$ cat config.mk
export PLATFORM = sky130hd
export DESIGN_NAME = issue_wb_unit_flat
export DESIGN_NICKNAME = d
export VERILOG_FILES = /design/src/rtl/issue_wb_unit_if.sv /design/src/rtl/issue_wb_unit.sv /design/src/flat_wrapper.sv
export SDC_FILE = /design/constraint.sdc
export NUM_CORES = 1
export LEC_CHECK = 0
export CORE_MARGIN = 5
export CORE_UTILIZATION = 51
export DETAILED_ROUTE_END_ITERATION = 8
export PLACE_DENSITY_LB_ADDON = 0.08
export SLEW_MARGIN = 0
export SYNTH_ARGS = -nofsm -noshare
export SYNTH_HDL_FRONTEND = slang
export SYNTH_SLANG_ARGS = --single-unit
$ cat constraint.sdc
create_clock -name clk -period 2.7 [get_ports clk]
set_input_delay 0.81 -clock clk [delete_from_list [all_inputs] [get_ports clk]]
set_output_delay 0.81 -clock clk [all_outputs]
set_load 0.03 [all_outputs]
$ cat src/rtl/issue_wb_unit_if.sv
// Handshake bundle between issue_wb_unit and its neighbours.
// Carries the instruction input channel (valid/ready) and the execute-stage
// loop (registered operands out, combinational result back).
// slave  : the issue/writeback unit side.
// master : the instruction source plus execute stage side.
//
// Ports of the bundle:
//   in_valid   instruction present            (master -> slave)
//   in_ready   unit can accept, equals !full  (slave -> master)
//   in_instr   [8:6] sel [5:4] dst [3:2] src_a [1:0] src_b
//   exec_rs    operand A to execute stage     (slave -> master)
//   exec_rt    operand B to execute stage     (slave -> master)
//   exec_sel   opcode to execute stage        (slave -> master)
//   exec_valid exec_* carry a live instruction (slave -> master)
//   exec_rd    combinational execute result   (master -> slave)
interface issue_wb_unit_if;
  logic       in_valid;
  logic       in_ready;
  logic [8:0] in_instr;
  logic [3:0] exec_rs;
  logic [3:0] exec_rt;
  logic [2:0] exec_sel;
  logic       exec_valid;
  logic [3:0] exec_rd;

  modport slave (
    input  in_valid,
    input  in_instr,
    input  exec_rd,
    output in_ready,
    output exec_rs,
    output exec_rt,
    output exec_sel,
    output exec_valid
  );

  modport master (
    output in_valid,
    output in_instr,
    output exec_rd,
    input  in_ready,
    input  exec_rs,
    input  exec_rt,
    input  exec_sel,
    input  exec_valid
  );
endinterface

$ cat src/rtl/issue_wb_unit.sv
// Issue/writeback stage: FIFO-buffered 9-bit instructions, 4x4-bit regfile, result forwarding.
// Latency: accept at edge k, issue at k+1, writeback and retire at k+2; one instruction per cycle.
// Backpressure: in_ready = !full (no same-cycle pop credit); run=0 freezes issue only.
//
// Ports:
//   clk, rst   single clock, synchronous active-high reset
//   bus        issue_wb_unit_if.slave (instruction handshake + execute-stage loop)
//   run        issue enable; the FIFO keeps accepting while run=0
//   dbg_addr   debug register select
//   dbg_data   combinational read of reg[dbg_addr], post-writeback, unforwarded
//   retired    8-bit count of written-back instructions, wraps 255 -> 0
module issue_wb_unit #(
  parameter int          DEPTH = 4,
  parameter logic [15:0] INIT  = 16'h0000
) (
  input  logic                  clk,
  input  logic                  rst,
  issue_wb_unit_if.slave        bus,
  input  logic                  run,
  input  logic [1:0]            dbg_addr,
  output logic [3:0]            dbg_data,
  output logic [7:0]            retired
);

  localparam int AW = $clog2(DEPTH);
  localparam logic [AW:0] PTR_ONE = {{AW{1'b0}}, 1'b1};

  typedef struct packed {
    logic [2:0] sel;
    logic [1:0] dst;
    logic [1:0] src_a;
    logic [1:0] src_b;
  } instr_t;

  // ---------------------------------------------------------------------
  // Instruction FIFO. Pointers carry one extra wrap bit so that full and
  // empty are distinguishable without a separate occupancy counter.
  // ---------------------------------------------------------------------
  instr_t      fifo_mem [DEPTH];
  logic [AW:0] wr_ptr;
  logic [AW:0] rd_ptr;
  logic        fifo_full;
  logic        fifo_empty;
  logic        push;
  logic        pop;
  instr_t      head;

  assign fifo_empty = (wr_ptr == rd_ptr);
  assign fifo_full  = (wr_ptr[AW] != rd_ptr[AW]) &&
                      (wr_ptr[AW-1:0] == rd_ptr[AW-1:0]);

  // in_ready deliberately ignores a same-cycle pop: a full FIFO refuses the
  // push even while it is being drained, which keeps in_ready off the run path.
  assign bus.in_ready = !fifo_full;
  assign push         = bus.in_valid && !fifo_full;
  assign pop          = run && !fifo_empty;
  assign head         = fifo_mem[rd_ptr[AW-1:0]];

  // Storage needs no reset: entries are only read between the pointers.
  always_ff @(posedge clk) begin
    if (push) begin
      fifo_mem[wr_ptr[AW-1:0]] <= bus.in_instr;
    end
  end

  always_ff @(posedge clk) begin
    if (rst) begin
      wr_ptr <= '0;
      rd_ptr <= '0;
    end else begin
      if (push) begin
        wr_ptr <= wr_ptr + PTR_ONE;
      end
      if (pop) begin
        rd_ptr <= rd_ptr + PTR_ONE;
      end
    end
  end

  // ---------------------------------------------------------------------
  // Register file and writeback.
  // ---------------------------------------------------------------------
  logic [3:0] regs [4];
  logic [1:0] dst_q;

  // The instruction sitting in exec always retires, whether or not run is
  // high; only the reset edge cancels it.
  always_ff @(posedge clk) begin
    if (rst) begin
      for (int i = 0; i < 4; i++) begin
        regs[i] <= INIT[4*i +: 4];
      end
      retired <= 8'd0;
    end else if (bus.exec_valid) begin
      regs[dst_q] <= bus.exec_rd;
      retired     <= retired + 8'd1;
    end
  end

  assign dbg_data = regs[dbg_addr];

  // ---------------------------------------------------------------------
  // Operand read with forwarding. The register being written back on this
  // edge still holds its stale value, so a source matching the in-flight
  // dst takes exec_rd directly. This mux is the exec_rd -> flop path.
  // ---------------------------------------------------------------------
  logic       fwd_a;
  logic       fwd_b;
  logic [3:0] opnd_a;
  logic [3:0] opnd_b;

  assign fwd_a  = bus.exec_valid && (head.src_a == dst_q);
  assign fwd_b  = bus.exec_valid && (head.src_b == dst_q);
  assign opnd_a = fwd_a ? bus.exec_rd : regs[head.src_a];
  assign opnd_b = fwd_b ? bus.exec_rd : regs[head.src_b];

  // ---------------------------------------------------------------------
  // Execute-stage launch registers. On a non-issue cycle the operands,
  // opcode and dst hold so the execute inputs stay quiet.
  // ---------------------------------------------------------------------
  always_ff @(posedge clk) begin
    if (rst) begin
      bus.exec_rs    <= 4'd0;
      bus.exec_rt    <= 4'd0;
      bus.exec_sel   <= 3'd0;
      bus.exec_valid <= 1'b0;
      dst_q          <= 2'd0;
    end else if (pop) begin
      bus.exec_rs    <= opnd_a;
      bus.exec_rt    <= opnd_b;
      bus.exec_sel   <= head.sel;
      bus.exec_valid <= 1'b1;
      dst_q          <= head.dst;
    end else begin
      bus.exec_valid <= 1'b0;
    end
  end

endmodule

$ cat src/flat_wrapper.sv
// flat-port wrapper written by rule: the top's interface ports become plain ports
module issue_wb_unit_flat 
#(
  parameter int          DEPTH = 4,
  parameter logic [15:0] INIT  = 16'h0000
)
  (clk, rst, run, dbg_addr, dbg_data, retired, bus_in_valid, bus_in_instr, bus_exec_rd, bus_in_ready, bus_exec_rs, bus_exec_rt, bus_exec_sel, bus_exec_valid);
  issue_wb_unit_if bus_i ();
  input  logic clk;
  input  logic rst;
  input  logic run;
  input  logic [1:0] dbg_addr;
  output logic [3:0] dbg_data;
  output logic [7:0] retired;
  input wire logic [$bits(bus_i.in_valid)-1:0] bus_in_valid;
  input wire logic [$bits(bus_i.in_instr)-1:0] bus_in_instr;
  input wire logic [$bits(bus_i.exec_rd)-1:0] bus_exec_rd;
  output wire logic [$bits(bus_i.in_ready)-1:0] bus_in_ready;
  output wire logic [$bits(bus_i.exec_rs)-1:0] bus_exec_rs;
  output wire logic [$bits(bus_i.exec_rt)-1:0] bus_exec_rt;
  output wire logic [$bits(bus_i.exec_sel)-1:0] bus_exec_sel;
  output wire logic [$bits(bus_i.exec_valid)-1:0] bus_exec_valid;
  assign bus_i.in_valid = bus_in_valid;
  assign bus_i.in_instr = bus_in_instr;
  assign bus_i.exec_rd = bus_exec_rd;
  assign bus_in_ready = bus_i.in_ready;
  assign bus_exec_rs = bus_i.exec_rs;
  assign bus_exec_rt = bus_i.exec_rt;
  assign bus_exec_sel = bus_i.exec_sel;
  assign bus_exec_valid = bus_i.exec_valid;
  issue_wb_unit #(.DEPTH(DEPTH), .INIT(INIT)) u_core (.clk(clk), .rst(rst), .bus(bus_i), .run(run), .dbg_addr(dbg_addr), .dbg_data(dbg_data), .retired(retired));
endmodule
; ---- Word level (Yosys, flattened, before mapping)
; Memory sizes are Yosys's and may differ from the RTL's. A register that Yosys moved wholly into a read port is not among the register bits.
; Index checks and enable logic that the tools add are counted.
[word_totals]
ramBits = 52
mem_count = 2
elab_cells = 33
inputBits = 19
register_bits = 20
[op_classes]
add_sub_neg = 3
muxes = 13
n_reduce_logical = 6
n_eq_ne = 3
[memory_table]
columns = memory, words, word_bits, read_ports, rd_ports_with_merged_regs, wr, line
row1 = u_core.fifo_mem, 4, 9, 1, 1, 1, issue_wb_unit.sv:39  ; instr_t fifo_mem [DEPTH];
row2 = u_core.regs, 4, 4, 3, 2, 4, issue_wb_unit.sv:83  ; logic [3:0] regs [4];
[op_table]
columns = operator, count
row1 = 1-bit 2-to-1 mux, 9
row2 = "8-bit by 1-bit adder with 8-bit output, second input constant", 1
row3 = "3-bit by 1-bit adder with 3-bit output, second input constant", 2
row4 = 2-bit 2-to-1 mux, 3
row5 = 4-bit 2-to-1 mux, 1
row6 = 4-bit OR reduction, 1
row7 = 3-bit equality test, 1
row8 = 1-bit logical AND, 3
row9 = 2-bit equality test, 1
row10 = 1-bit logical NOT, 2
row11 = 1-bit inequality test, 1

; ---- Logic depth before layout (Yosys ltp)
; Gate-level depths: netlist of the first run.
[depth]
word_depth = 6
mapped_depth = 6
depth_no_buf = 4

; ---- Worst setup path before layout of the first run
; No wires, ideal clock.
[synth_timing]
path_type = in2out
from = in dbg_addr[0]
to = out dbg_data[0]
stages = 1
path_buffers = 0
t_required_ns = 1.890
arrival_time_ns = 1.392
setup_slack_ns = 0.498
cell_sequence = mux4_2
[synth_via]
elab_chain_cells = 1
[synth_lines]
columns = element, line
row1 = "start, declared", flat_wrapper.sv:12  ; input logic [1:0] dbg_addr;
row2 = memory read 4 x 4 bit, -
row3 = "end, declared", flat_wrapper.sv:13  ; output logic [3:0] dbg_data;
; No other way between the ends.

; ---- Worst setup path in the final report of the first run
[layout_timing]
from = reg u_core.wr_ptr[0]
to = out bus_in_ready
[layout_via]
elab_chain_cells = 3
[layout_lines]
columns = element, line
row1 = "start, declared", issue_wb_unit.sv:40  ; logic [AW:0] wr_ptr;
row2 = "start signal, assigned", issue_wb_unit.sv:72  ; wr_ptr <= wr_ptr + PTR_ONE;
row3 = 2-bit equality test, issue_wb_unit.sv:50  ; (wr_ptr[AW-1:0] == rd_ptr[AW-1:0]);
row4 = 1-bit logical AND, issue_wb_unit.sv:49  ; assign fifo_full = (wr_ptr[AW] != rd_ptr[AW]) &&
row5 = 1-bit logical NOT, issue_wb_unit.sv:54  ; assign bus.in_ready = !fifo_full;
row6 = "end, declared", flat_wrapper.sv:18  ; output wire logic [$bits(bus_i.in_ready)-1:0] bus_in_ready;
; No other way between the ends.

==> impl_results.md, run 1 <==
* Stages on worst setup path at 3
* Placer congestion estimate at 0.816
* Post-CTS Setup Bufs at 0
* Nets at 353
* Detail Route Antenna Nets at 0
* Starting Density at 52.4%
* Worst-Skew Late Latency at 0.35 ns
* Clock Pin Slew Worst Setup and Hold Paths at 0.09 ns
* Max clock buf depth at 2
* Area Overhead vs Synth at 21.0%
* Drt drc at 0
* DP Wirelength at 5320 µm
* Hold Crit Class: reg2reg
* Vias/cell at 5.36
* Design area at 4620 µm²
* CTS Sinks at 82
* CP peak stage delay at 0.60 ns
* Initial antenna violation count at 0
* Post-layout minimum cycle time at 2.58 ns
* Register bit total from synthesis at 82
* Setup Skew at 0.00925 ns
* Global-route wire length before repair at 11800 µm
* Worst path buffer plus inverter count at 1
* RSZ-0062 raised after global routing: false
* Final-report hold violation count at 0
* Synth cell types at 37
* CTS Buf Count at 9
* Worst R2R Path Depth at 5
* CTS tree: done
* Max_cap viols at 0
* Slack of the critical path at 0.121 ns
* Number of flops mapped to enable cells by yosys at 52
* Iter 0 DRT Violations at 117
* Max frequency at 388 MHz
* Crit path to: bus_in_ready
* Synthesized cell area at 3820 µm²
* Mapped Cells at 275
* Critical path arrival at 1.77 ns
* Critical path launch point type: flip-flop
* DP Area at 4400 µm²
* Status: completed
* Flop2flop setup slack at 0.47 ns
* Placed Cells at 416
* Layout cells sized above 1 at 18.9%
* Total power at 3.25 mW
* Diodes inserted at 0
* PortBufs at 43
* Fraction of registers with async set or reset after synthesis at 0%
* Crit Path Class: reg2out
* Core footprint at 7290 µm²
* # IOs at 44
* Clock H-tree levels at 3
* Die Y at 96.5 µm
* Via count at 2316
* Total gr overflow at 0
* Die area at 9320 µm²
* Synth Flop Type: edfxtp_1
* Worst-Margin Slew at 0.428 ns
* Pwr dens at 703 nW/µm²
* Cell family with most CP delay: buffers and inverters
* Post-synth net total at 300
* Slowest cell on crit path: clkdlybuf4s50_1
* Final slew viol count at 0
* Crit share post-route at 95.5%
* Largest net degree at the start of global routing at 33
* Pre-CTS WS at -0.716 ns
* Routed len/inst at 16.4 µm
* Cell Chain, Critical Path: xnor2_2 -> nand3_1 -> clkdlybuf4s50_1
* WP data required at 1.89 ns
* Final Non-Filler Cells at 432
* Slew HR at 71.2%
* Leak at 1.71 nW
* Register area share after synthesis at 56.6%
* Critical Path Start: u_core.wr_ptr[0]
* Worst R2R End: u_core.bus.exec_rs[0]
* Setup Viol. Count Final at 0
* CTS root buf: clkbuf_8
* Syn avg cell area at 13.9 µm²
* GRT Total Usage at 17.0%
* Worst IR drop on VDD at 0.442 mV
* CP endpoint kind: primary output
* Warnings from Yosys at 0
* Core Util, Final at 63.4%
* Die width at 96.5 µm
* Row count at 31
* Routed wire length at 7080 µm
* Hold buffers post-CTS at 0
* Number of global-route vias before repair at 2390
* 1st-pass router iterations at 4
* Post_cts resized at 25
* CP Max Fanout at 7
## worst register-to-register path: stages, from the launching register on
cell and delay, ns:
dfxtp_1 0.40, buf_4 0.22, mux4_1 0.59, xnor2_1 0.39, a311o_1 0.39, o211ai_2 0.12
## cells in the final DEF, fill, tap and decap left out, types with 2 or more instances in the layout
master           Yosys  layout
a311oi_1             4       4
clkdlybuf4s50_1      0      37
clkbuf_8             0       9
bufinv_16            0       2
or2_2                3       3
dfxtp_1             30      30
nand2_1              4       4
edfxtp_1            52      52
a21oi_1              4       4
mux2_2              11      11
and2_1              16      16
nand3b_1            13      13
mux2i_1             28      28
o21ai_0              3       3
ha_1                 6       6
buf_2                3       4
mux4_2               6       6
xor2_1               6       6
nor2_1              18      18
o211ai_1             4       4
mux4_1               7       7
a31o_2               2       2
a311o_1              2       2
buf_4                0      12
o211ai_2             4       4
nand4_1             11      11
or3_1                3       3
xnor2_1              7       5
inv_1                9       9
## worst min path at each step
stage	start	end	cells past startpoint
3_5_place_dp	u_core.retired[7]	u_core.retired[7]	2
4_1_cts	u_core.retired[7]	u_core.retired[7]	2
5_1_grt	u_core.retired[5]	u_core.retired[5]	2
6_report	u_core.retired[7]	u_core.retired[7]	2
2_1_floorplan	u_core.rd_ptr[2]	u_core.rd_ptr[2]	2
3_3_place_gp	u_core.retired[7]	u_core.retired[7]	2
## cell type report
| cell class | count | area (µm²) |
|---|---|---|
| Sequential cell | 82 | 2160 |
| Tap cell | 99 | 124 |
| Clock buffer | 9 | 124 |
| Fill cell | 586 | 2670 |
| Multi-Input combinational cell | 171 | 1580 |
| Inverter | 9 | 33.8 |
| Clock inverter | 7 | 101 |
| Timing Repair Buffer | 55 | 494 |
## Yosys cell counts, types with 3 or more instances
cell	n	area, µm²
nand3b_1	13	97.6
a311oi_1	4	35.0
or3_1	3	18.8
mux4_1	7	184
nor2_1	18	67.6
mux2_2	11	124
buf_2	3	15.0
edfxtp_1	52	1560
mux4_2	6	135
nand2_1	4	15.0
clkbuf_1	7	26.3
xnor2_1	7	61.3
dfxtp_1	30	601
or2_2	3	18.8
o211ai_1	4	30.0
nand4_1	11	68.8
xor2_1	6	52.6
mux2i_1	28	280
and2_1	16	100
o21ai_0	3	15.0
ha_1	6	75.1
a21oi_1	4	20.0
o211ai_2	4	50.1
inv_1	9	33.8
## where the power goes
part	leakage [nW]	internal (mW)	total, mW	switching (mW)
Combinational	0.862	0.371	0.772	0.401
Clock	0.112	0.530	0.973	0.443
Sequential	0.740	1.43	1.50	0.0736
## metal layers
layer,up-vias,part of all wire [%],GRT usage (%)
li1,1151,-,-
met1,1107,44,21.3
met2,45,49,28.5
met3,13,4.1,3.41
met4,0,1.9,7.24
met5,-,0,0
## kinds of logic (layout without fill, tap and decap cells)
group / Yosys count / count (layout) / synth area share (%)
simple gates: 74 / 74 / 11.1
compound gates: 25 / 25 / 5.34
buf+inv: 22 / 80 / 2.65
fa+ha+maj: 6 / 6 / 1.97
xor+xnor: 13 / 13 / 2.98
flops: 82 / 82 / 56.6
mux: 53 / 53 / 19.3
## through the flow
step                setup TNS (ns)  hold WS, ns
floorplan                        0        0.495
global placement             -2.71        0.466
detailed placement           -2.75        0.480
CTS                              0        0.492
global route                     0        0.546
finish                           0        0.489
## registers in the layout (all words and copies together), names as in the netlist, named ones only
signal,cells
u_core.bus.exec_valid,1
u_core.bus.exec_rs,4
u_core.regs,16
u_core.retired,8
u_core.bus.exec_rt,4
u_core.wr_ptr,3
u_core.bus.exec_sel,3
u_core.dst_q,2
u_core.rd_ptr,3
u_core.fifo_mem,36
No activity file was read; power rests on OpenSTA's default activity.
==> run 2: changes to the inputs <==
Settings changed: CORE_MARGIN 5 to default, SLEW_MARGIN 0 to 20.
==> impl_results.md, run 2 (synthesis results as in run 1) <==
* Max frequency at 384 MHz (was 388 MHz)
* Slew HR at 66.3% (was 71.2%)
* Fillers at 600 (was 586)
* Largest net degree at the start of global routing at 24 (was 33)
* Pint at 2.23 mW (was 2.33 mW)
* Clock H-tree levels at 3 (unchanged)
* Commonest cells after routing, fill and taps aside: edfxtp_1, clkdlybuf4s50_1, dfxtp_1, mux2i_1, nor2_1 (unchanged)
* Nets at 355 (was 353)
* CTS Buf Count at 9 (unchanged)
* Final slew viol count at 0 (unchanged)
* CP Max Fanout at 7 (unchanged)
* Routed wire length at 7120 µm (was 7080 µm)
* CP endpoint kind: primary output (unchanged)
* Max_cap viols at 0 (unchanged)
* Max clock buf depth at 2 (unchanged)
* Post-layout minimum cycle time at 2.61 ns (was 2.58 ns)
* Core Util, Final at 63.6% (was 63.4%)
* GRT Total Usage at 20.0% (was 17.0%)
* Die area at 7840 µm² (was 9320 µm²)
* Post-CTS Setup Bufs at 0 (unchanged)
* Setup Skew at 0.0131 ns (was 0.00925 ns)
* Leading cell type in the layout, fill and taps excluded: edfxtp_1 (unchanged)
* Vias/cell at 5.49 (was 5.36)
* Hold EP: u_core.retired[7] (unchanged)
* PortBufs at 43 (unchanged)
* Combinational fraction of design power at 25.0% (was 23.8%)
* Starting Density at 52.7% (was 52.4%)
* DP Wirelength at 5130 µm (was 5320 µm)
* RSZ-0062 raised after global routing: false (unchanged)
* Register Area at 2160 µm² (unchanged)
* Detail Route Antenna Nets at 0 (unchanged)
* Crit share post-route at 96.5% (was 95.5%)
* Via count at 2381 (was 2316)
* Flop2flop setup slack at 0.39 ns (was 0.47 ns)
* 1st-pass router iterations at 4 (unchanged)
* # IOs at 44 (unchanged)
* Max FFs per register at 36 (unchanged)
* CTS Sinks at 82 (unchanged)
* Placer congestion estimate at 0.742 (was 0.816)
* CTS tree: done (unchanged)
* Switching portion of total power at 29.2% (was 28.3%)
* Pwr dens at 684 nW/µm² (was 703 nW/µm²)
* Area Overhead vs Synth at 20.8% (was 21.0%)
* Number of global-route vias before repair at 2252 (was 2390)
* Total power at 3.16 mW (was 3.25 mW)
* Global-route wire length before repair at 11400 µm (was 11800 µm)
* Initial antenna violation count at 0 (unchanged)
* Setup Viol. Count Final at 0 (unchanged)
* Hold Crit Class: reg2reg (unchanged)
* Status: completed (unchanged)
* Die Y at 88.5 µm (was 96.5 µm)
* Critical path arrival at 1.80 ns (was 1.77 ns)
* Multi-input logic area at 1590 µm² (was 1580 µm²)
* Core footprint at 7250 µm² (was 7290 µm²)
* Placed Cells at 418 (was 416)
* WP data required at 1.89 ns (about the same)
* CTS root buf: clkbuf_8 (unchanged)
* Hold depth at 2 (unchanged)
* Hold Path Origin: u_core.retired[7] (unchanged)
* Final Non-Filler Cells at 434 (was 432)
* Routed len/inst at 16.4 µm (about the same)
* Iter 0 DRT Violations at 125 (was 117)
* Layout cells sized above 1 at 18.2% (was 18.9%)
* Total gr overflow at 0 (unchanged)
* Clock power share at 27.1% (was 29.9%)
* Worst IR drop on VDD at 0.421 mV (was 0.442 mV)
* Diodes inserted at 0 (unchanged)
* Worst R2R Path Depth at 5 (unchanged)
* Die width at 88.5 µm (was 96.5 µm)
* Clock Pin Slew Worst Setup and Hold Paths at 0.09 ns (about the same)
* Crit Path Class: reg2out (unchanged)
* Worst-Skew Late Latency at 0.35 ns (about the same)
* Row count at 31 (unchanged)
* Drt drc at 0 (unchanged)
* Final-report hold violation count at 0 (unchanged)
* Flop pwr share at 47.9% (was 46.3%)
* Critical path launch point type: flip-flop (unchanged)
* Worst R2R End: u_core.bus.exec_rt[3] (was u_core.bus.exec_rs[0])
* Worst-Margin Slew at 0.502 ns (was 0.428 ns)
* Switching pwr at 0.922 mW (was 0.918 mW)
* Leak at 1.70 nW (was 1.71 nW)
run 2: routing by layer:
metal | vias to the layer above | global-route usage (%) | routed length [µm]
li1 | 1156 | - | -
met1 | 1164 | 26.3 | 3150
met2 | 55 | 32.9 | 3600
met3 | 6 | 5.22 | 308
met4 | 0 | 5.72 | 65
met5 | - | 0 | 0
run 2: layout make-up:
cell class	instances	share of cell area, %
repair buffers	57	11.1
multi-input cells	171	34.6
well taps	99	2.69
clock inverters	5	1.17
clock buffers	11	2.85
flip-flops and latches	82	46.9
inverters	9	0.732
run 2: timing repair:
item | in CTS | in global routing
resized for setup | 20 | 9
gates cloned | 0 | 0
setup endpoints to repair | 5 | 4
hold buffers | 0 | 0
run 2: worst max-delay path: stages (launching register included):
cell             delay, ns
dfxtp_1               0.53
xnor2_4               0.14
nand3_1               0.11
clkdlybuf4s50_1       0.67
run 2: power by group through the flow:
stage,Combinational [mW],Clock [mW],Sequential (mW)
floorplan,0.510,0,1.57
global placement,0.775,0,1.53
detailed placement,0.785,0,1.53
CTS,0.791,0.873,1.51
global route,0.850,0.932,1.53
finish,0.790,0.856,1.51
run 2: worst max-delay path by stage:
stage	startpoint	to	slack, ns	cells past startpoint
6_report	u_core.wr_ptr[0]	bus_in_ready	0.09	3
5_1_grt	u_core.wr_ptr[0]	bus_in_ready	0.001	3
4_1_cts	dbg_addr[0]	dbg_data[0]	-0.01	3
3_5_place_dp	dbg_addr[0]	dbg_data[0]	-0.71	3
3_3_place_gp	dbg_addr[0]	dbg_data[0]	-0.71	3
2_1_floorplan	dbg_addr[0]	dbg_data[0]	0.50	1
run 2: per-stage QoR:
stage / TNS, ns / worst slack (ns) / hold WS, ns / cell area (µm²)
after floorplan: 0 / 0.498 / 0.495 / 3820
after global placement: -2.77 / -0.714 / 0.465 / 4410
after detailed placement: -2.81 / -0.711 / 0.477 / 4410
after CTS: -0.0109 / -0.0109 / 0.488 / 4610
after global routing: 0 / 0.00146 / 0.502 / 4610
final: 0 / 0.0948 / 0.483 / 4610
==> run 3: changes to the inputs <==
Settings changed: ABC_AREA from default to 1.
==> impl_results.md, run 3 <==
* Status: completed (unchanged)
* Synth top area share at 39.2% (was 40.9%)
* Design area at 4690 µm² (was 4610 µm²)
* Mapped Cells at 449 (was 275)
* Placer congestion estimate at 0.852 (was 0.742)
* Die area at 8170 µm² (was 7840 µm²)
* GRT Total Usage at 21.8% (was 20.0%)
* CP Max Fanout at 5 (was 7)
* Syn avg cell area at 8.88 µm² (was 13.9 µm²)
* 1st-pass router iterations at 5 (was 4)
* Max frequency at 391 MHz (was 384 MHz)
* Fraction of registers with async set or reset after synthesis at 0% (unchanged)
* Core footprint at 7410 µm² (was 7250 µm²)
* Most frequent cells after synthesis: nand2_1, nor2_1, nand3_1, edfxtp_1, inv_1 (was edfxtp_1, dfxtp_1, mux2i_1, nor2_1, and2_1)
* Hold buffers post-CTS at 0 (unchanged)
* Combinational fraction of design power at 30.0% (was 25.0%)
* Drt drc at 0 (unchanged)
* Clock Pin Slew Worst Setup and Hold Paths at 0.08 ns (was 0.09 ns)
* Slack of the critical path at 0.141 ns (was 0.0948 ns)
* Register area share after synthesis at 54.2% (was 56.6%)
* Leak at 1.94 nW (was 1.70 nW)
* Nets at 525 (was 355)
* Vias/cell at 5.18 (was 5.49)
* Global-route wire length before repair at 14000 µm (was 11400 µm)
* DP Area at 4500 µm² (was 4410 µm²)
* Clock power share at 25.3% (was 27.1%)
* Final-report hold violation count at 0 (unchanged)
* Worst-Margin Slew at 0.491 ns (was 0.502 ns)
* Pint at 2.24 mW (was 2.23 mW)
* Die width at 90.4 µm (was 88.5 µm)
* Final Non-Filler Cells at 604 (was 434)
* Switching portion of total power at 34.1% (was 29.2%)
* Hold slack at 0.473 ns (was 0.483 ns)
* WP data required at 1.89 ns (about the same)
* DP Wirelength at 5950 µm (was 5130 µm)
* Post-synth net total at 474 (was 300)
* CTS root buf: clkbuf_8 (unchanged)
* Switching pwr at 1.16 mW (was 0.922 mW)
* Register bit total from synthesis at 82 (unchanged)
* Pre-CTS WS at -0.0572 ns (was -0.711 ns)
* Synth cell types at 32 (was 37)
* Synth area leaders: edfxtp_1, dfxtp_1, nand2_1 (was edfxtp_1, dfxtp_1, mux2i_1)
* Leading cell type in the layout, fill and taps excluded: nand2_1 (was edfxtp_1)
* Max_cap viols at 0 (unchanged)
* Synth Flop Type: edfxtp_1 (unchanged)
* Final slew viol count at 0 (unchanged)
* Warnings from Yosys at 0 (unchanged)
* Post-layout minimum cycle time at 2.56 ns (was 2.61 ns)
* Max clock buf depth at 2 (unchanged)
* Largest net degree at the start of global routing at 28 (was 24)
* Number of flops mapped to enable cells by yosys at 52 (unchanged)
* Number of global-route vias before repair at 2948 (was 2252)
* Crit Path Class: reg2out (unchanged)
* CTS Buf Count at 9 (unchanged)
* Area Overhead vs Synth at 17.6% (was 20.8%)
* Detail Route Antenna Nets at 0 (unchanged)
* Worst-Skew Late Latency at 0.35 ns (about the same)
* Flop pwr share at 44.8% (was 47.9%)
* Pwr dens at 725 nW/µm² (was 684 nW/µm²)
* Setup Skew at 0.00959 ns (was 0.0131 ns)
* Critical path arrival at 1.75 ns (was 1.80 ns)
* CP endpoint kind: primary output (unchanged)
* Setup Viol. Count Final at 0 (unchanged)
* Initial antenna violation count at 0 (unchanged)
* Core Util, Final at 63.3% (was 63.6%)
* Total gr overflow at 0 (unchanged)
* Routed wire length at 8240 µm (was 7120 µm)
* Hold Crit Class: reg2reg (unchanged)
* Diodes inserted at 0 (unchanged)
* CTS tree: done (unchanged)
* Routed len/inst at 13.6 µm (was 16.4 µm)
* # IOs at 44 (unchanged)
* Starting Density at 53.8% (was 52.7%)
* Most common cell in the netlist: nand2_1 (was edfxtp_1)
* Clock H-tree levels at 3 (unchanged)
* Max FFs per register at 36 (unchanged)
* Fillers at 645 (was 600)
* Placed Cells at 588 (was 418)
* Worst IR drop on VDD at 0.400 mV (was 0.421 mV)
* Crit share post-route at 94.8% (was 96.5%)
* Row count at 31 (unchanged)
* Area leader, netlist: edfxtp_1 (unchanged)
* Slew HR at 67.3% (was 66.3%)
* Synthesized cell area at 3990 µm² (was 3820 µm²)
* RSZ-0062 raised after global routing: false (unchanged)
* Die Y at 90.4 µm (was 88.5 µm)
* CTS Sinks at 82 (unchanged)
* Layout cells sized above 1 at 12.1% (was 18.2%)
* Critical path launch point type: flip-flop (unchanged)
* Commonest cells after routing, fill and taps aside: nand2_1, nor2_1, nand3_1, edfxtp_1, inv_1 (was edfxtp_1, clkdlybuf4s50_1, dfxtp_1, mux2i_1, nor2_1)
* Iter 0 DRT Violations at 167 (was 125)
* Via count at 3128 (was 2381)
* PortBufs at 43 (unchanged)
## run 3: repair_timing
item | in CTS | in global routing
endpoints found under the hold margin | 0 | 0
endpoints found under the setup margin | 3 | 4
cloned | 0 | 0
setup buffers | 0 | 0
resized for setup | 3 | 3
pin swaps | 0 | 0
## run 3: critical path: stages, from the launching register on
cell and delay (ns):
dfxtp_1 0.41, xor2_1 0.16, nor2_1 0.07, nand2_1 0.09, clkdlybuf4s50_1 0.67
## run 3: final timing paths
check                    startpoint  depth (start not counted)                     to  slack, ns
setup / recovery   u_core.rd_ptr[0]                          4           bus_in_ready       0.14
hold / removal    u_core.retired[7]                          2      u_core.retired[7]       0.47
setup reg to reg          flip-flop                          9  u_core.bus.exec_rs[0]       0.78
hold reg to reg   u_core.retired[7]                          2      u_core.retired[7]       0.47
## run 3: metrics by stage
step | TNS, ns | total power [mW]
3_3_place_gp | -0.0238 | 2.55
4_1_cts | 0 | 3.41
5_1_grt | 0 | 3.61
2_1_floorplan | 0 | 2.31
6_report | 0 | 3.40
3_5_place_dp | -0.131 | 2.57
## run 3: kinds of logic (layout without fill, tap and decap cells)
logic type,after synthesis,count (layout),share of synthesized area [%]
AO/OA/AOI/OAI,56,56,7.78
XOR/XNOR,3,3,0.659
adder cells (fa/ha/maj),6,6,1.88
buffers and inverters,63,119,7.75
flip-flops,82,82,54.2
AND/OR/NAND/NOR,239,239,27.7
## run 3: power by group through the flow
stage	Clock [mW]	Sequential (mW)	Combinational, mW
after floorplan	0	1.60	0.706
after global placement	0	1.55	1.00
after detailed placement	0	1.55	1.02
after CTS	0.872	1.52	1.02
after global routing	0.932	1.54	1.14
final	0.860	1.52	1.02
## run 3: metal layers
metal	track usage, %	routed length [µm]
met1	26.9	3510
met2	37.2	4070
met3	4.12	492
met4	9.41	165
met5	0	0
## run 3: final cells by class
cell class | instances | area (µm²) | share of cell area [%]
flip-flops and latches | 82 | 2160 | 46.1
multi-input cells | 304 | 1520 | 32.3
repair buffers | 55 | 512 | 10.9
inverters | 48 | 190 | 4.06
clock buffers | 11 | 131 | 2.80
well taps | 99 | 124 | 2.64
clock inverters | 5 | 55.1 | 1.17
